`config.mk`:
```
export PLATFORM = sky130hd
export DESIGN_NAME = pipe_ctrl
export DESIGN_NICKNAME = d
export VERILOG_FILES = /design/src/rtl/cpu_ctrl_pkg.sv /design/src/rtl/sat_counter.sv /design/src/rtl/pipe_ctrl.sv
export SDC_FILE = /design/constraint.sdc
export NUM_CORES = 1
export LEC_CHECK = 0
export CAP_MARGIN = 25
export CELL_PAD_IN_SITES_DETAIL_PLACEMENT = 1
export CELL_PAD_IN_SITES_GLOBAL_PLACEMENT = 2
export CORE_MARGIN = 2
export CORE_UTILIZATION = 21
export CTS_BUF_LIST = sky130_fd_sc_hd__clkbuf_2
export DETAILED_ROUTE_END_ITERATION = 10
export GPL_TIMING_DRIVEN = 0
export PLACE_DENSITY = 0.81
export REMOVE_ABC_BUFFERS = 1
export SLEW_MARGIN = 5
export SYNTH_ARGS = -nofsm -noshare
export SYNTH_HDL_FRONTEND = slang
export SYNTH_SLANG_ARGS = --single-unit
```
`constraint.sdc`:
```
create_clock -name clk -period 3.5 [get_ports clk]
set_input_delay 1.05 -clock clk [delete_from_list [all_inputs] [get_ports clk]]
set_output_delay 1.05 -clock clk [all_outputs]
set_load 0.01 [all_outputs]
```
`src/rtl/cpu_ctrl_pkg.sv`:
```
// Shared constants for the core pipeline sequencing controller:
// stall bit positions, canonical hold vectors and FSM state encoding.
package cpu_ctrl_pkg;

  localparam int STALL_PC    = 0;
  localparam int STALL_IF_ID = 1;
  localparam int STALL_ID_EX = 2;
  localparam int STALL_EX_MEM = 3;
  localparam int STALL_MEM_WB = 4;
  localparam int STALL_WB    = 5;
  localparam int STALL_W     = 6;

  // A stage inserts a bubble where its hold bit is 1 and the next stage's is 0.
  localparam logic [STALL_W-1:0] STALL_NONE    = 6'b000000;
  localparam logic [STALL_W-1:0] STALL_LOADUSE = 6'b000111;
  localparam logic [STALL_W-1:0] STALL_MC      = 6'b001111;

  typedef enum logic [1:0] {
    ST_RUN     = 2'd0,
    ST_MC_WAIT = 2'd1
  } state_t;

endpackage

```
`src/rtl/sat_counter.sv`:
```
// Saturating up-counter with synchronous clear; holds at all-ones.
module sat_counter #(
  parameter int PERF_W = 32
) (
  input  logic              clk,
  input  logic              clear,
  input  logic              inc,
  output logic [PERF_W-1:0] count
);

  logic [PERF_W-1:0] count_reg;

  always_ff @(posedge clk) begin
    if (clear) begin
      count_reg <= '0;
    end else if (inc && (count_reg != '1)) begin
      count_reg <= count_reg + PERF_W'(1);
    end
  end

  assign count = count_reg;

endmodule

```
`src/rtl/pipe_ctrl.sv`:
```
// Pipeline sequencing controller: per-stage hold vector, load-use bubbles,
// multi-cycle EX sequencing, flush/redirect and a stall-cycle perf counter.
module pipe_ctrl
  import cpu_ctrl_pkg::*;
#(
  parameter int MC_CYCLES = 32,
  parameter int CNT_W     = 6,
  parameter int PERF_W    = 32
) (
  input  logic              clk,
  input  logic              rst,
  input  logic              stallreq_id,
  input  logic              ex_mc_start,
  input  logic              flush_req,
  input  logic [31:0]       flush_pc,
  output logic [5:0]        stall,
  output logic              flush,
  output logic [31:0]       new_pc,
  output logic              ex_mc_done,
  output logic              mc_busy,
  output logic [PERF_W-1:0] stall_cnt
);

  localparam logic [CNT_W-1:0] MC_LAST = CNT_W'(MC_CYCLES - 1);

  state_t            state_reg, state_next;
  logic [CNT_W-1:0]  mc_cnt_reg, mc_cnt_next;
  logic [5:0]        stall_next;
  logic              flush_next;
  logic [31:0]       new_pc_next;
  logic              done_next;
  logic [PERF_W-1:0] perf_count;

  always_ff @(posedge clk) begin
    if (rst) begin
      state_reg  <= ST_RUN;
      mc_cnt_reg <= '0;
    end else begin
      state_reg  <= state_next;
      mc_cnt_reg <= mc_cnt_next;
    end
  end

  always_comb begin
    state_next  = state_reg;
    mc_cnt_next = mc_cnt_reg;
    stall_next  = STALL_NONE;
    flush_next  = 1'b0;
    new_pc_next = 32'h0;
    done_next   = 1'b0;
    case (state_reg)
      ST_RUN: begin
        if (flush_req) begin
          flush_next  = 1'b1;
          new_pc_next = flush_pc;
        end else if (ex_mc_start) begin
          stall_next  = STALL_MC;
          mc_cnt_next = MC_LAST;
          state_next  = ST_MC_WAIT;
        end else if (stallreq_id) begin
          stall_next = STALL_LOADUSE;
        end
      end
      ST_MC_WAIT: begin
        // New requests are ignored here; the op in EX owns the pipeline until done or flushed.
        if (flush_req) begin
          flush_next  = 1'b1;
          new_pc_next = flush_pc;
          mc_cnt_next = '0;
          state_next  = ST_RUN;
        end else if (mc_cnt_reg == '0) begin
          done_next  = 1'b1;
          state_next = ST_RUN;
        end else begin
          stall_next  = STALL_MC;
          mc_cnt_next = mc_cnt_reg - CNT_W'(1);
        end
      end
      default: begin
        state_next  = ST_RUN;
        mc_cnt_next = '0;
      end
    endcase
  end

  sat_counter #(
    .PERF_W(PERF_W)
  ) u_stall_cnt (
    .clk  (clk),
    .clear(rst),
    .inc  (stall_next != STALL_NONE),
    .count(perf_count)
  );

  assign stall      = rst ? STALL_NONE : stall_next;
  assign flush      = rst ? 1'b0 : flush_next;
  assign new_pc     = rst ? 32'h0 : new_pc_next;
  assign ex_mc_done = rst ? 1'b0 : done_next;
  assign mc_busy    = rst ? 1'b0 : (state_reg == ST_MC_WAIT);
  assign stall_cnt  = rst ? '0 : perf_count;

endmodule

```
==> results of run 1 <==
[what timing repair did]
item	in CTS	in global routing
setup buffers	2	0
resized for setup	11	6
pin swaps	2	0
endpoints found under the setup margin	38	39
[metal layers]
layer	track usage, %	wire [µm]	vias up
li1	-	-	1255
met1	15.6	3580	1142
met2	20.6	3430	99
met3	3.01	481	5
met4	2.22	55	0
met5	0	0	-
[per-stage QoR]
step	power (W)	TNS, ns	cells
3_3_place_gp	0.000652	-173.74	539
4_1_cts	0.000873	0	551
5_1_grt	0.000899	0	551
2_1_floorplan	0.000544	0	289
3_5_place_dp	0.000658	-27.56	541
6_report	0.000851	0	551
[area by class of cell]
cell class | count | area [µm²]
Multi-Input combinational cell | 244 | 1540
Fill cell | 1358 | 7600
Tap cell | 143 | 179
Timing Repair Buffer | 111 | 1110
Clock inverter | 3 | 15.0
Inverter | 6 | 22.5
Sequential cell | 39 | 781
Clock buffer | 5 | 25.0
[layout by cell type (no fill, tap or decap), drive strengths merged, types with 3 or more instances in the layout]
master / netlist / routed
and2: 33 / 33
nor3: 13 / 13
clkbuf: 8 / 6
dfxtp: 39 / 39
or3: 4 / 4
buf: 10 / 5
ha: 3 / 3
nand4: 9 / 9
or4: 5 / 5
nor4: 3 / 3
clkdlybuf4s50: 0 / 101
nand2: 18 / 18
and4: 5 / 5
nor2: 43 / 43
o21ai: 9 / 9
nand3: 13 / 13
a21oi: 11 / 11
xor2: 3 / 3
inv: 6 / 6
nor2b: 30 / 30
mux2: 20 / 20
dlygate4sd2: 0 / 3
and3: 3 / 3
[report_power, final]
part	switching [W]	leakage [nW]	internal (W)
Clock	0.000156	0.0241	0.0000445
Combinational	0.0000833	1.03	0.000102
Sequential	0.0000101	0.316	0.000454
[logic make-up (layout without fill, tap and decap cells)]
group,count (synthesis),in the layout,share of synthesized area (%)
xor gates and xnor gates,5,5,1.82
and+or+nand+nor,184,184,42.6
AOI/OAI and AO/OA,29,29,7.18
DFF,39,39,32.5
other,1,2,0.156
muxes,21,21,9.78
adders and majority gates,3,3,1.56
buffers and inverters,24,125,4.47
[how the worst min path moves through the flow]
stage,startpoint,cells after the start,slack [ns],to
finish,u_stall_cnt.count[30],2,0.50,u_stall_cnt.count[30]
global route,u_stall_cnt.count[30],2,0.54,u_stall_cnt.count[30]
CTS,u_stall_cnt.count[30],2,0.50,u_stall_cnt.count[30]
detailed placement,u_stall_cnt.count[30],2,0.48,u_stall_cnt.count[30]
global placement,u_stall_cnt.count[30],2,0.46,u_stall_cnt.count[30]
floorplan,u_stall_cnt.count[30],2,0.45,u_stall_cnt.count[30]
[worst reg2reg max path, delay by kind of cell (launching register included)]
family | cells | cell delay (ns)
muxes | 1 | 0.37
adders and majority gates | 1 | 0.25
and+or+nand+nor | 4 | 1.71
DFF | 1 | 0.46
==> flow_summary.json, run 1 <==
{
  "floorplan.die.width_um": 111,
  "power_density_mw_per_mm2": 232,
  "boundaryPins": 110,
  "fmax_mhz": 295,
  "ys_seq_area_share_pct": 32.5,
  "routed_via_density": 4.54,
  "synth.avg_cell_area_um2": 7.86,
  "grt_max_degree": 54,
  "clock-sinks": 39,
  "grt-ovfl-total": 0,
  "setup_ws_ns": 0.113,
  "max_stage_delay_ns": 0.57,
  "routed-via-count": 2501,
  "crit_family": "buffers and inverters",
  "core_mm2": 0.0113,
  "path_cells": "clkbuf_4 -> buf_12 -> nor2b_1 -> clkdlybuf4s50_1",
  "crit_path_start": "rst",
  "synthesis.area_mm2": 0.00240,
  "r2r-end": "u_stall_cnt.count[28]",
  "io_buffers": 107,
  "path_buf_inv": 3,
  "htreeDepth": 2,
  "min_path_type": "reg2reg",
  "drive_gt1_share_pct": 10.3,
  "yosys-top-cells-count": "nor2_1 (43), dfxtp_1 (39), and2_1 (33), nor2b_1 (30), mux2_2 (19)",
  "pre_cts_slack_ns": -0.895,
  "cts_tree": "built",
  "clock_skew_ns": 0.0304,
  "drc": 0,
  "hold_slack_ns": 0.503,
  "rsz0062_at_grt": "no",
  "design_area_mm2": 0.00367,
  "rows": 39,
  "cts-root-buf": "clkbuf_2",
  "fin_crit_sh_pct": 96.8,
  "crit_cells": 4,
  "clkLatencyLatePin_ns": 0.40,
  "start_util_pct": 21.3,
  "fin_crit_ns": 3.39,
  "synth_edf_count": 0,
  "wl_per_cell_um": 13.7,
  "cts_buffers": 5,
  "r2r_setup_slack_ns": 0.63,
  "drt_iter0_markers": 75,
  "ys_ff_latch": 39,
  "dp_hpwl_um": 5930,
  "slew_headroom_pct": 40.8,
  "r2r-start": "u_stall_cnt.count[0]",
  "synth_cell_type_count": 41,
  "hold_viol_final": 0,
  "slowest_stage": "clkdlybuf4s50_1",
  "die_h_um": 111,
  "first_global_vias": 2514,
  "num_antenna_cells": 0,
  "async_flop_share_pct": 0,
  "crit_end": "stall_cnt[12]",
  "endpoint_kind": "output pin",
  "ctsHoldBuffers": 0,
  "die-area_mm2": 0.0123,
  "synth.area.top_cells": "dfxtp_1 (32%), mux2_2 (8.9%), and2_1 (8.6%)",
  "critical_path_required_ns": 2.45,
  "firstDrtPassIters": 4,
  "ir_worst_vdd_v": 0.000116,
  "path_clk_slew_ns": 0.21,
  "synth_top_area_share_pct": 32.5,
  "ys.warnings.count": 0,
  "synth_largest_area_cell": "dfxtp_1",
  "clockBufferDepth": 2,
  "antenna_found_initial": 0,
  "synthCells": 306,
  "crit_arrival_ns": 2.34,
  "antenna_left": 0,
  "setup_violations": 0,
  "crit_fanout": 53,
  "critPathLaunchType": "input pin",
  "r2r_cells": 6,
  "largest_reg_flops": 32,
  "crit_type": "in2out",
  "ys.flop_type": "dfxtp_1",
  "leakagePower_nw": 1.37,
  "grt_pass1_wl_um": 12400,
  "grt_use_total_pct": 12.1,
  "nNetsFinal": 447,
  "drv_cap": 0,
  "area_growth_pct": 52.7,
  "placed_area_mm2": 0.00360,
  "synth.most_common_cell": "nor2_1",
  "outcome": "finished, final reports clean",
  "fin_util_pct": 32.6,
  "wirelength_um": 7550,
  "slew_violations": 0,
  "worstMarginPinSlew_ns": 0.880,
  "gp_congestion": 0.831
}
(Power assumes the default switching activity.)
==> run 2, diff against run 1 <==
Settings changed: CORE_UTILIZATION 21 to 25, PLACE_DENSITY 0.81 to 0.91.
Clock period 3.5 ns to 4.21 ns, I/O delays scaled along.
==> run 2 against run 1 <==
Compared with the run above:
- sequential power down 17%
- power down 9.5%
- worst hold slack better by 0.010 ns
- largest cell class unchanged
==> flow_summary.json, run 2 (synthesis gave the netlist of run 1 again) <==
{
  "clkLatencyLatePin_ns": 0.40,
  "clock-sinks": 39,
  "min_path_cells": 2,
  "crit_type": "in2out",
  "placed_area_mm2": 0.00358,
  "total_power_w": 0.000769,
  "outcome": "finished, final reports clean",
  "core_mm2": 0.00928,
  "multiInputGateArea_mm2": 0.00153,
  "ir_worst_vdd_v": 0.000108,
  "io_buffers": 107,
  "grt_max_degree": 40,
  "crit_arrival_ns": 2.86,
  "htreeDepth": 2,
  "clock_skew_ns": 0.0186,
  "drt_iter0_markers": 47,
  "nNetsFinal": 447,
  "num_antenna_cells": 0,
  "area_growth_pct": 52.8,
  "ctsHoldBuffers": 0,
  "final_common_cell": "clkdlybuf4s50_1",
  "floorplan.die.width_um": 102,
  "cts_tree": "built",
  "crit_fanout": 3,
  "dp_hpwl_um": 5930,
  "slew_headroom_pct": 43.2,
  "cts-root-buf": "clkbuf_2",
  "worstMarginPinSlew_ns": 0.845,
  "die-area_mm2": 0.0104,
  "hold_viol_final": 0,
  "routed_via_density": 4.75,
  "r2r_cells": 6,
  "rows": 35,
  "leakagePower_nw": 1.36,
  "wl_per_cell_um": 14.0,
  "design_area_mm2": 0.00367,
  "antenna_found_initial": 0,
  "min_path_type": "reg2reg",
  "r2r_setup_slack_ns": 1.36,
  "gp_congestion": 0.716,
  "drive_gt1_share_pct": 9.56,
  "critPathLaunchType": "input pin",
  "firstDrtPassIters": 4,
  "clockBufferDepth": 2,
  "grt-ovfl-total": 0,
  "fin_crit_ns": 4.12,
  "die_h_um": 102,
  "routed-via-count": 2550,
  "drv_cap": 0,
  "register_area_um2": 781,
  "antenna_left": 0,
  "fin_util_pct": 39.6,
  "fmax_mhz": 243,
  "path_clk_slew_ns": 0.19,
  "start_util_pct": 25.9,
  "final_cell_mix": "clkdlybuf4s50_1 (105), nor2_1 (41), dfxtp_1 (39)",
  "first_global_vias": 2448,
  "setup_violations": 0,
  "power_density_mw_per_mm2": 209,
  "setup_tns_ns": 0,
  "largest_reg_flops": 32,
  "critical_path_required_ns": 2.95,
  "endpoint_kind": "output pin",
  "grt_use_total_pct": 13.9,
  "fin_crit_sh_pct": 97.9,
  "cts_buffers": 5,
  "grt_pass1_wl_um": 11600,
  "wirelength_um": 7540,
  "boundaryPins": 110,
  "drc": 0,
  "slew_violations": 0,
  "nFillCells": 1132
}
## run 2: cell type report
type / count / share of cell area [%]
clock buffers: 5 / 0.681
clock inverters: 3 / 1.06
inverters: 6 / 0.613
multi-input cells: 244 / 41.6
flip-flops and latches: 39 / 21.2
well taps: 129 / 4.39
repair buffers: 111 / 30.4
## run 2: path summary, 6_finish.rpt
check                                            from                     to
worst min register to register  u_stall_cnt.count[30]  u_stall_cnt.count[30]
worst max-delay path                      ex_mc_start               stall[0]
worst max register to register   u_stall_cnt.count[0]  u_stall_cnt.count[28]
worst min-delay path            u_stall_cnt.count[30]  u_stall_cnt.count[30]
## run 2: repair_timing
item,4_1_cts,5_1_grt
pin swaps,1,2
endpoints found under the setup margin,36,27
setup buffers,0,2
gates resized for setup,7,1
## run 2: metal layers
layer	share of wire, %	track usage, %	up-vias
met5	0	0	-
met4	0.89	3.38	0
met2	48	25.6	97
met1	42	15.7	1198
li1	-	-	1248
met3	9.1	3.97	7
## run 2: worst max-delay path, cell delays in order
cell,delay (ns)
clkdlybuf4s50_1,0.51
nor3_1,0.08
a211o_1,0.31
nor2_2,0.14
clkdlybuf4s50_1,0.56
## run 2: power by group
part / total (W) / switching, W / internal, W
logic: 0.000154 / 0.0000686 / 0.0000857
clock network: 0.000229 / 0.000132 / 0.0000977
registers: 0.000386 / 0.00000832 / 0.000378
## run 2: metrics by stage
| step | hold slack, ns | worst slack [ns] | instances |
|---|---|---|---|
| after global placement | 0.465 | -2.62 | 525 |
| after floorplan | 0.447 | 0.555 | 289 |
| after CTS | 0.521 | 0.0150 | 535 |
| final | 0.513 | 0.0876 | 537 |
| after global routing | 0.562 | -0.000139 | 537 |
| after detailed placement | 0.480 | -0.640 | 527 |
==> run 3, diff against run 2 <==
Settings changed: ABC_AREA set to 1, PLACE_DENSITY 0.91 to 0.89.
==> run 3 against run 2 <==
Compared with the run above:
- utilization fell by 4.3 points
- largest power group unchanged
- non-clock buffer count fell by 1
- wire length increased by 59%
- clock-buffer cell count grew 1
- critical path depth is 3 higher
- sequential share of layout area down 4.6 points
- largest cell class unchanged
- maximum frequency rose by 1.0%
- global-route usage is 3.3 points higher
- cell count up 60%
==> flow_summary.json, run 3 <==
{
  "outcome": "finished, final reports clean",
  "ctsHoldBuffers": 0,
  "yosys-top-cells-count": "nand2_1 (179), nor2_1 (142), inv_1 (58), dfxtp_1 (39), nand3_1 (31)",
  "hold_slack_ns": 0.515,
  "drc": 0,
  "fin_crit_ns": 4.08,
  "boundaryPins": 110,
  "design_area_mm2": 0.00468,
  "area_growth_pct": 37.9,
  "drv_cap": 0,
  "critPathLaunchType": "input pin",
  "fin_crit_sh_pct": 96.9,
  "num_antenna_cells": 0,
  "largest_reg_flops": 32,
  "crit_arrival_ns": 2.82,
  "dp_hpwl_um": 9450,
  "cts-root-buf": "clkbuf_2",
  "clkPwrFrac_pct": 33.3,
  "ir_worst_vdd_v": 0.000100,
  "grt_max_degree": 63,
  "floorplan.die.width_um": 121,
  "r2r-end": "u_stall_cnt.count[0]",
  "die-area_mm2": 0.0145,
  "clkLatencyLatePin_ns": 0.42,
  "grt-ovfl-total": 0,
  "endpoint_kind": "output pin",
  "die_h_um": 121,
  "slew_headroom_pct": 42.8,
  "antenna_left": 0,
  "wl_per_cell_um": 14.0,
  "final_common_cell": "nand2_1",
  "power_frac_comb_pct": 24.3,
  "p_int_w": 0.000639,
  "grt_pass1_wl_um": 20300,
  "htreeDepth": 2,
  "fmax_mhz": 245,
  "stdcell_count": 857,
  "core_mm2": 0.0132,
  "routed-via-count": 3912,
  "synth.area.top_cells": "dfxtp_1 (23%), nand2_1 (20%), nor2_1 (16%)",
  "nNetsFinal": 720,
  "clock_skew_ns": 0.00795,
  "setup_violations": 0,
  "min_path_cells": 2,
  "r2r_cells": 8,
  "slew_violations": 0,
  "min_path_type": "reg2reg",
  "synth_edf_count": 0,
  "drive_gt1_share_pct": 11.7,
  "synth.avg_cell_area_um2": 5.75,
  "cts_tree": "built",
  "synth_top_area_share_pct": 23.0,
  "path_clk_slew_ns": 0.23,
  "synthesis.area_mm2": 0.00339,
  "power.switching_fraction_pct": 30.8,
  "leakagePower_nw": 1.71,
  "cts_buffers": 5,
  "r2r-start": "mc_cnt_reg[0]",
  "firstDrtPassIters": 4,
  "final_cell_mix": "nand2_1 (179), nor2_1 (141), clkdlybuf4s50_1 (103)",
  "nFillCells": 1780,
  "start_util_pct": 25.6,
  "pwr-share-seq_pct": 42.4,
  "ys_seq_area_share_pct": 23.0,
  "rows": 42,
  "ys.warnings.count": 0,
  "gp_congestion": 0.818,
  "wirelength_um": 12000,
  "dp_cells": 848,
  "crit_type": "in2out",
  "routed_via_density": 4.56,
  "clock-sinks": 39,
  "grt_use_total_pct": 17.2,
  "p_sw_w": 0.000284,
  "r2r_setup_slack_ns": 1.69,
  "power_density_mw_per_mm2": 197,
  "ys_ff_latch": 39,
  "worstMarginPinSlew_ns": 0.857,
  "io_buffers": 107,
  "setup_tns_ns": 0,
  "critical_path_required_ns": 2.95,
  "ys.flop_type": "dfxtp_1",
  "first_global_vias": 4238,
  "crit_fanout": 26,
  "synth_cell_type_count": 29,
  "synthCells": 590,
  "rsz0062_at_grt": "no",
  "min_to": "mc_cnt_reg[1]",
  "placed_area_mm2": 0.00457,
  "antenna_found_initial": 0,
  "synth_largest_area_cell": "dfxtp_1",
  "fin_util_pct": 35.3,
  "synth.most_common_cell": "nand2_1",
  "hold_viol_final": 0,
  "clockBufferDepth": 2,
  "async_flop_share_pct": 0,
  "worstHoldStart": "mc_cnt_reg[1]",
  "drt_iter0_markers": 133
}
==> run 3: cell type report <==
| type | count | area, µm² | area share [%] |
|---|---|---|---|
| flip-flops and latches | 39 | 781 | 16.7 |
| clock inverters | 2 | 60.1 | 1.28 |
| multi-input cells | 464 | 2220 | 47.4 |
| clock buffers | 6 | 30.0 | 0.642 |
| inverters | 60 | 233 | 4.97 |
| well taps | 176 | 220 | 4.71 |
| repair buffers | 110 | 1130 | 24.3 |
==> run 3: power by group through the flow <==
stage / combinational, W / clock, W / sequential (W)
final: 0.000224 / 0.000307 / 0.000391
after global routing: 0.000248 / 0.000327 / 0.000393
after global placement: 0.000215 / 0 / 0.000397
after floorplan: 0.0000984 / 0 / 0.000395
after detailed placement: 0.000225 / 0 / 0.000398
after CTS: 0.000228 / 0.000315 / 0.000391
==> run 3: cell families (layout without fill, tap and decap cells) <==
kind of cell             after synthesis  in the layout  share of synthesized area [%]
other                                  1              2                          0.111
buffers and inverters                 88            178                           11.8
adder cells (fa/ha/maj)                3              3                           1.11
AND/OR/NAND/NOR                      404            404                           52.1
XOR/XNOR                              10             10                           2.58
flip-flops                            39             39                           23.0
AO/OA/AOI/OAI                         45             45                           9.29
==> run 3: stage by stage <==
step / total power, W / setup WS [ns]
after CTS: 0.000935 / 0.0740
after global routing: 0.000968 / 0.00554
after global placement: 0.000612 / -3.56
final: 0.000923 / 0.130
after floorplan: 0.000494 / 0.893
after detailed placement: 0.000623 / -0.621
==> run 3: metal layers <==
layer	global-route usage [%]	vias up	part of all wire (%)
li1	-	1980	-
met1	20.5	1816	43
met2	31.4	105	50
met3	4.25	11	6.3
met4	3.05	0	0.89
met5	0	-	0
==> run 3: how the worst max path moves through the flow <==
stage	start	endpoint	slack, ns
CTS	flush_req	stall[1]	0.07
floorplan	flush_req	stall[0]	0.89
global placement	rst	stall[0]	-3.56
global route	flush_req	stall[0]	0.006
finish	flush_req	stall[0]	0.13
detailed placement	flush_req	stall[1]	-0.62
==> run 3: repair_timing <==
action	4_1_cts	5_1_grt
cloned	0	0
setup buffers	1	0
endpoints found under the hold margin	0	0
gates resized for setup	8	3
endpoints found under the setup margin	31	3
==> run 3: worst max-delay path: stages <==
cell and delay [ns]:
buf_2 0.26, buf_16 0.20, clkinvlp_4 0.14, nand2_1 0.09, nand2_2 0.06, a21oi_2 0.22
nor2_2 0.09, clkdlybuf4s50_1 0.48
